===== src/rtl/iram_loader.sv =====
// iram_loader: boot-time program loader.
//   Receives a length-prefixed byte stream (valid/ready). It packs the bytes
//   little-endian into 64-bit words and writes them to the instruction RAM.
//   The core is held in reset until the image has loaded completely.
//   Optional feature macro: LOADER_CHECKSUM_EN. When it is defined, a trailing
//   XOR checksum byte is checked in state CHK.
// Ports:
//   clk_i, rst_n_i    clock, asynchronous active-low reset
//   start_i           begin a load (honoured in IDLE, DONE, ERR)
//   byte_valid_i/byte_data_i/byte_ready_o   host byte stream
//   mem_write_en_o/mem_addr_o/mem_write_data_o   iram write port
//   mem_error_i       iram error for the current mem_addr_o
//   cpu_rst_n_o       core reset, released only in DONE
//   busy_o/done_o/error_o   loader status
module iram_loader #(
  parameter logic [63:0] BASE_ADDR = 64'h0,
  parameter int unsigned MEM_BYTES = 1024
) (
  input  logic        clk_i,
  input  logic        rst_n_i,
  input  logic        start_i,
  input  logic        byte_valid_i,
  input  logic [7:0]  byte_data_i,
  output logic        byte_ready_o,
  output logic        mem_write_en_o,
  output logic [63:0] mem_addr_o,
  output logic [63:0] mem_write_data_o,
  input  logic        mem_error_i,
  output logic        cpu_rst_n_o,
  output logic        busy_o,
  output logic        done_o,
  output logic        error_o
);

  localparam int unsigned LEN_W  = 16;
  localparam int unsigned WORD_W = 64;
  localparam int unsigned IDX_W  = 3;

  typedef enum logic [2:0] {
    S_IDLE  = 3'd0,
    S_LEN0  = 3'd1,
    S_LEN1  = 3'd2,
    S_DATA  = 3'd3,
    S_WRITE = 3'd4,
    S_DONE  = 3'd5,
    S_ERR   = 3'd6
`ifdef LOADER_CHECKSUM_EN
    , S_CHK = 3'd7
`endif
  } state_e;

  state_e            state_q, state_d;
  logic [7:0]        len_lo_q, len_lo_d;
  logic [LEN_W-1:0]  rem_q, rem_d;
  logic [IDX_W-1:0]  idx_q, idx_d;
  logic [WORD_W-1:0] word_q, word_d;
  logic [WORD_W-1:0] addr_q, addr_d;
`ifdef LOADER_CHECKSUM_EN
  logic [7:0]        csum_q, csum_d;
`endif

  logic byte_ready_q, byte_ready_d;
  logic wen_q, wen_d;
  logic cpu_rst_n_q, cpu_rst_n_d;
  logic busy_q, busy_d;
  logic done_q, done_d;
  logic error_q, error_d;

  logic             xfer;
  logic [LEN_W-1:0] len_full;

  assign xfer     = byte_valid_i & byte_ready_q;
  assign len_full = {byte_data_i, len_lo_q};

  // Next-state, datapath and output decode
  always_comb begin
    state_d  = state_q;
    len_lo_d = len_lo_q;
    rem_d    = rem_q;
    idx_d    = idx_q;
    word_d   = word_q;
    addr_d   = addr_q;
`ifdef LOADER_CHECKSUM_EN
    csum_d   = csum_q;
`endif

    case (state_q)
      S_IDLE, S_DONE, S_ERR: begin
        if (start_i) begin
          state_d = S_LEN0;
          rem_d   = '0;
          idx_d   = '0;
          word_d  = '0;
`ifdef LOADER_CHECKSUM_EN
          csum_d  = '0;
`endif
        end
      end
      S_LEN0: begin
        if (xfer) begin
          len_lo_d = byte_data_i;
          state_d  = S_LEN1;
        end
      end
      S_LEN1: begin
        if (xfer) begin
          if (len_full == '0) begin
`ifdef LOADER_CHECKSUM_EN
            state_d = S_CHK;
`else
            state_d = S_DONE;
`endif
          end else if (32'(len_full) > MEM_BYTES) begin
            state_d = S_ERR;
          end else begin
            rem_d   = len_full;
            addr_d  = BASE_ADDR;
            state_d = S_DATA;
          end
        end
      end
      S_DATA: begin
        if (xfer) begin
          word_d[{idx_q, 3'b000} +: 8] = byte_data_i;
`ifdef LOADER_CHECKSUM_EN
          csum_d = csum_q ^ byte_data_i;
`endif
          rem_d = rem_q - LEN_W'(1);
          idx_d = idx_q + IDX_W'(1);
          if (idx_q == IDX_W'(7) || rem_q == LEN_W'(1)) begin
            state_d = S_WRITE;
          end
        end
      end
      S_WRITE: begin
        if (mem_error_i) begin
          state_d = S_ERR;
        end else if (rem_q != '0) begin
          // Start a fresh zeroed word so a short tail is zero-padded
          addr_d  = addr_q + WORD_W'(8);
          idx_d   = '0;
          word_d  = '0;
          state_d = S_DATA;
        end else begin
`ifdef LOADER_CHECKSUM_EN
          state_d = S_CHK;
`else
          state_d = S_DONE;
`endif
        end
      end
`ifdef LOADER_CHECKSUM_EN
      S_CHK: begin
        if (xfer) begin
          state_d = (byte_data_i == csum_q) ? S_DONE : S_ERR;
        end
      end
`endif
      default: state_d = S_IDLE;
    endcase

    // Outputs are registered from the upcoming state
    byte_ready_d = (state_d == S_LEN0) || (state_d == S_LEN1) || (state_d == S_DATA);
`ifdef LOADER_CHECKSUM_EN
    byte_ready_d = byte_ready_d || (state_d == S_CHK);
`endif
    wen_d       = (state_d == S_WRITE);
    cpu_rst_n_d = (state_d == S_DONE);
    done_d      = (state_d == S_DONE);
    error_d     = (state_d == S_ERR);
    busy_d      = !((state_d == S_IDLE) || (state_d == S_DONE) || (state_d == S_ERR));
  end

  // State, datapath and output registers
  always_ff @(posedge clk_i or negedge rst_n_i) begin
    if (!rst_n_i) begin
      state_q      <= S_IDLE;
      len_lo_q     <= '0;
      rem_q        <= '0;
      idx_q        <= '0;
      word_q       <= '0;
      addr_q       <= '0;
`ifdef LOADER_CHECKSUM_EN
      csum_q       <= '0;
`endif
      byte_ready_q <= 1'b0;
      wen_q        <= 1'b0;
      cpu_rst_n_q  <= 1'b0;
      busy_q       <= 1'b0;
      done_q       <= 1'b0;
      error_q      <= 1'b0;
    end else begin
      state_q      <= state_d;
      len_lo_q     <= len_lo_d;
      rem_q        <= rem_d;
      idx_q        <= idx_d;
      word_q       <= word_d;
      addr_q       <= addr_d;
`ifdef LOADER_CHECKSUM_EN
      csum_q       <= csum_d;
`endif
      byte_ready_q <= byte_ready_d;
      wen_q        <= wen_d;
      cpu_rst_n_q  <= cpu_rst_n_d;
      busy_q       <= busy_d;
      done_q       <= done_d;
      error_q      <= error_d;
    end
  end

  assign byte_ready_o     = byte_ready_q;
  assign mem_write_en_o   = wen_q;
  assign mem_addr_o       = addr_q;
  assign mem_write_data_o = word_q;
  assign cpu_rst_n_o      = cpu_rst_n_q;
  assign busy_o           = busy_q;
  assign done_o           = done_q;
  assign error_o          = error_q;

endmodule

===== config.mk =====
export PLATFORM = sky130hd
export DESIGN_NAME = iram_loader
export DESIGN_NICKNAME = d
export VERILOG_FILES = /design/src/rtl/iram_loader.sv
export SDC_FILE = /design/constraint.sdc
export NUM_CORES = 1
export LEC_CHECK = 0
export ABC_AREA = 0
export CELL_PAD_IN_SITES_DETAIL_PLACEMENT = 0
export CELL_PAD_IN_SITES_GLOBAL_PLACEMENT = 1
export CORE_ASPECT_RATIO = 1.2
export CORE_UTILIZATION = 41
export DETAILED_ROUTE_END_ITERATION = 10
export PLACE_DENSITY = 0.87
export RECOVER_POWER = 100
export SLEW_MARGIN = 5
export SYNTH_ARGS = -nofsm -noshare
export SYNTH_HDL_FRONTEND = slang
export SYNTH_SLANG_ARGS = --single-unit
export TNS_END_PERCENT = 100

===== constraint.sdc =====
create_clock -name clk_i -period 3.2 [get_ports clk_i]
set_input_delay 0.64 -clock clk_i [delete_from_list [all_inputs] [get_ports clk_i]]
set_output_delay 0.64 -clock clk_i [all_outputs]
set_load 0.05 [all_outputs]

* Yosys cells after proc, flatten, opt, wreduce, memory -nomap -nowiden
Cells that the tools add are included.
** Storage, ports and cells
- Register bits :: 163
- Bits of input ports :: 13
** Operators by class
- Reductions and logical operators :: 18
- $lt $le $gt $ge :: 1
- Add/sub/neg operators :: 4
- Bitwise logic cells :: 1
- Mux-type cells :: 33
- Eq/ne operators :: 21
- Shifts and indexed selects :: 2
** Operator list (number)
- 2-to-1 mux 64 bit :: 9
- case mux 64 bit (3 select lines) :: 1
- case mux 64 bit (2 select lines) :: 1
- 2-to-1 mux 16 bit :: 5
- adder 64 x 4 -> 64 bit, second input constant :: 1
- bitwise mux 64 bit :: 1
- variable shift 8 x 8 -> 64 bit, first input constant :: 1
- variable part select 8 x 8 -> 64 bit :: 1
- case mux 16 bit (3 select lines) :: 1
- 2-to-1 mux 3 bit :: 13
- equality test 3 bit, second input constant :: 7
- equality test 16 x 1 -> 1 bit, second input constant :: 1
- > comparator 16 x 11 -> 1 bit, second input constant :: 1
- zero test 16 bit :: 1
- nonzero test 16 bit :: 1
- subtractor 16 x 1 -> 16 bit, second input constant :: 1
- case mux 3 bit (5 select lines) :: 1
- != test 2 bit, second input constant :: 7
- equality test 3 x 2 -> 1 bit, second input constant :: 4
- AND reduction 6 bit :: 2
- case mux 3 bit (3 select lines) :: 1
- negation 6 -> 8 bit :: 1
- equality test 3 x 1 -> 1 bit, second input constant :: 2
- zero test 3 bit :: 2
- other kinds (9) :: 14

* Logic depth before layout (Yosys ltp)
- Word-level depth :: 9
- Gate-level depth with buffers :: 11
- Depth with buffers taken out :: 9

* Worst setup path after synthesis
No wires, ideal clock.
- Path kind :: register to register
- From :: reg addr_q[9], in the netlist mem_addr_o[9]
- To :: reg addr_q[63], in the netlist mem_addr_o[63]
- Buffers on the path :: 1
- Setup slack :: 553 ps
- Period minus slack after synthesis :: 2647 ps
- Arrival time :: 2568 ps
- Stages on the path, launching flop included :: 8
- Required time :: 3121 ps
- Cell sequence :: dfrtp_1 buf_4 nand4_2 nor4_4 nand2_4 or4_4 nor4_2 mux2i_1
** Between the ends
- Word-level cells in the longest chain between the ends :: 4
** RTL lines
- from (decl) :: RTL line 57 : logic [WORD_W-1:0] addr_q, addr_d;
- from (signal assigned) :: RTL line 198 : addr_q <= addr_d;
- adder 64 x 4 -> 64 bit :: RTL line 140 : addr_d = addr_q + WORD_W'(8);
- 2-to-1 mux 64 bit :: RTL line 138 : end else if (rem_q != '0) begin
- 2-to-1 mux 64 bit :: RTL line 136 : if (mem_error_i) begin
- case mux 64 bit (2 select lines) :: RTL line 87 : case (state_q)
No other way between the ends. The select of a mux whose other input is x is not followed.
A chain may end at the register's enable or synchronous reset.

* Worst setup path in the final report
- From :: reg rem_q[0]
- To :: reg word_q[46], in the netlist mem_write_data_o[46]
** Between the ends
- Word-level cells in the longest chain between the ends :: 3
** RTL lines
- from (decl) :: RTL line 54 : logic [LEN_W-1:0] rem_q, rem_d;
- from (signal assigned) :: RTL line 195 : rem_q <= rem_d;
- nonzero test 16 bit :: RTL line 138
- != test 2 bit (no source line)
- AND reduction 5 bit (no source line)
- to (signal assigned) :: RTL line 197 : word_q <= word_d;
- to (decl) :: RTL line 56 : logic [WORD_W-1:0] word_q, word_d;
No other way between the ends.

==> results_dict.tcl <==
set metrics [dict create \
    die_h_um 157 \
    mappedNetlistArea_sq_um 8260 \
    clk_latency_ns 0.43 \
    setup_viol 0 \
    vias_per_cell 5.80 \
    grt_pass1_wl_um 36200 \
    post-route-util 0.543 \
    finalHoldViolCount 0 \
    route.detailed.drc 0 \
    syn2layout_area_growth_pct 29.0 \
    cts_tree "yes" \
    cap_viol_max_count 1 \
    cts_resized 0 \
    synth_edf_count 0 \
    async_flop_share 1.00 \
    fin_tns_setup_ns 0 \
    critical-path-max-stage-delay_ns 0.48 \
    drv_slew 67 \
    cpMaxStageDelayCell "or3b_1" \
    rsz0062_at_grt "false" \
    n_fill_cell 1742 \
    path_class "register to register" \
    ios 147 \
    die_w_um 132 \
    placementRows 56 \
    layout.nets 973 \
    relSlewSlack -0.153 \
    clk_pin_slew_ns 0.07 \
    holdCritPathClass "register to register" \
    antenna_cells 0 \
    fmax_ghz 0.349 \
    avgRoutedWirePerCell_um 18.2 \
    endpoint_kind "register" \
    post_cts_buffers 0 \
    io_buffers 143 \
    synth.ff_latch_count 160 \
    routed_wl_um 22300 \
    start_util 0.421 \
    ant_nets 0 \
    gp_congestion 0.843 \
    syn_avg_cell_area_sq_um 10.4 \
    ir_drop_mv 0.432 \
    dp_hpwl_um 15700 \
    final_cell_mix "dfrtp_1, dlygate4sd3_1, a22o_1" \
    synth.distinct_cells 74 \
    finalCritPeriodShare 0.896 \
    violations "capacitance limit, slew limit" \
    numClockSinks 160 \
    worstPathCellList "inv_1 > ha_1 > or3b_1 > nor2_1 > a31oi_1 > o21ai_2 > or2_0 > a22o_1" \
    antenna_found_initial 0 \
    overflow 0 \
    dp_slack_ns 0.198 \
    powerDensity_nw_per_um2 733 \
    core-area_sq_um 19600 \
    firstDrtPassIters 5 \
    worst_slack_ns 0.334 \
    power_mw 7.80 \
    status "finished, violations left" \
    syn_inst 794 \
    grt_max_degree 68 \
    period_needed_ns 2.87 \
    cp_top_family "simple AND/OR/NAND/NOR gates" \
    synth_top_area_share 0.485 \
    grtUsageTotal 0.221 \
    skew_ns 0.0119 \
    clk_path_buf_depth 2 \
    power_leakage_nw 4.64 \
    required_ns 3.57 \
    cts_root_buf "clkbuf_16" \
    yosysWarnings 0 \
    grt_pass1_vias 6638 \
    vias 7095 \
    hold_buffers 0 \
    drt_iter0_drc 439 \
    drive_gt1_frac 0.116 \
    netlist.top_cell.by_area "dfrtp_1" \
    synth-main-ff-cell "dfrtp_1" \
    crit_buf_inv 1 \
    arrival_ns 3.24 \
    final_common_cell "dfrtp_1" \
    cts_buffers 17 \
    crit_path_start_kind "register" \
    synth-seq-area-share 0.485 \
    htreeDepth 4 \
    synthTopCellsByArea "dfrtp_1, a22o_1, nor2_1" \
    die_area_sq_um 20700 \
    worst_pin_slew_ns 1.73 \
    critPathMaxFanout 8 \
]
[sequential cells by signal, indices dropped and copies added, names as in the netlist]
name / flops
busy_o: 1
byte_ready_o: 1
done_o: 1
error_o: 1
idx_q: 3
len_lo_q: 8
mem_addr_o: 61
mem_write_data_o: 64
mem_write_en_o: 1
rem_q: 16
state_q: 3
[Yosys cell counts, drive strengths merged, types with 2 or more instances]
cell and number:
nand4 24, a22o 66, and3 5, nor2 65, o21bai 2, a22oi 2
mux2i 9, ha 9, a31oi 4, and2 3, a221oi 3, and4 3
xnor2 22, o22ai 2, nand2 59, o41ai 2, buf 26, o31ai 20
dfrtp 160, a21oi 41, nor3 18, a32oi 6, a21o 2, nand2b 3
inv 25, nor4 13, or2 15, mux2 8, o2111a 2, a211oi 8
or3b 2, o21ai 25, o211ai 15, or4 16, a2111oi 14, o2111ai 2
o311ai 3, nor2b 5, or3 9, clkbuf 25, nand3 31, xor2 2
nand3b 4
[layer usage]
metal / vias up / wire, um / GRT usage
met1: 3516 / 9730 / 0.287
li1: 3296 / - / -
met3: 29 / 1190 / 0.0357
met5: - / 0 / 0
met2: 254 / 11100 / 0.376
met4: 0 / 304 / 0.0720
[where the power goes]
| group | switching, mW | internal (mW) |
|---|---|---|
| Combinational | 1.99 | 1.01 |
| Clock | 0.992 | 1.14 |
| Sequential | 0.346 | 2.32 |
| Total | 3.33 | 4.47 |
[through the flow]
step	instance area (sq um)	instances	hold slack [ns]
after global placement	10200	1192	0.487
after floorplan	8260	796	0.344
final	10700	1224	0.498
after global routing	10700	1224	0.518
after detailed placement	10200	1192	0.482
after CTS	10800	1224	0.230
[path summary, 6_finish.rpt]
check / from / end / slack, ns / cells past startpoint
worst min register to register: mem_write_data_o[20]$_DFFE_PN0P_ / mem_write_data_o[20]$_DFFE_PN0P_ / 0.50 / 1
max in group asynchronous: rst_n_i / mem_addr_o[44]$_DFFE_PN0P_ / 0.65 / 2
worst min-delay path: mem_write_data_o[20]$_DFFE_PN0P_ / mem_write_data_o[20]$_DFFE_PN0P_ / 0.50 / 1
worst max register to register: rem_q[0]$_DFFE_PN0P_ / mem_write_data_o[46]$_DFFE_PN0P_ / 0.33 / 8
worst max-delay path: rem_q[0]$_DFFE_PN0P_ / mem_write_data_o[46]$_DFFE_PN0P_ / 0.33 / 8
min in group asynchronous: rst_n_i / mem_write_data_o[24]$_DFFE_PN0P_ / 0.66 / 1
[area by class of cell]
type / instances / area [sq um] / share of cell area
multi-input cells: 560 / 3790 / 0.356
well taps: 261 / 327 / 0.0307
clock buffers: 17 / 425 / 0.0399
inverters: 25 / 93.8 / 0.00881
clock inverters: 15 / 210 / 0.0197
flip-flops and latches: 160 / 4000 / 0.376
repair buffers: 186 / 1800 / 0.169
[cell families (layout without fill, tap and decap cells)]
kind of cell,Yosys count,in the layout,synth area share
and+or+nand+nor,280,280,0.190
AOI/OAI and AO/OA,226,226,0.218
DFF,160,160,0.485
buffers and inverters,76,243,0.0432
xor gates and xnor gates,24,24,0.0255
muxes,17,17,0.0218
adders and majority gates,10,10,0.0161
other,1,3,0.000454
(Power assumes the default switching activity.)
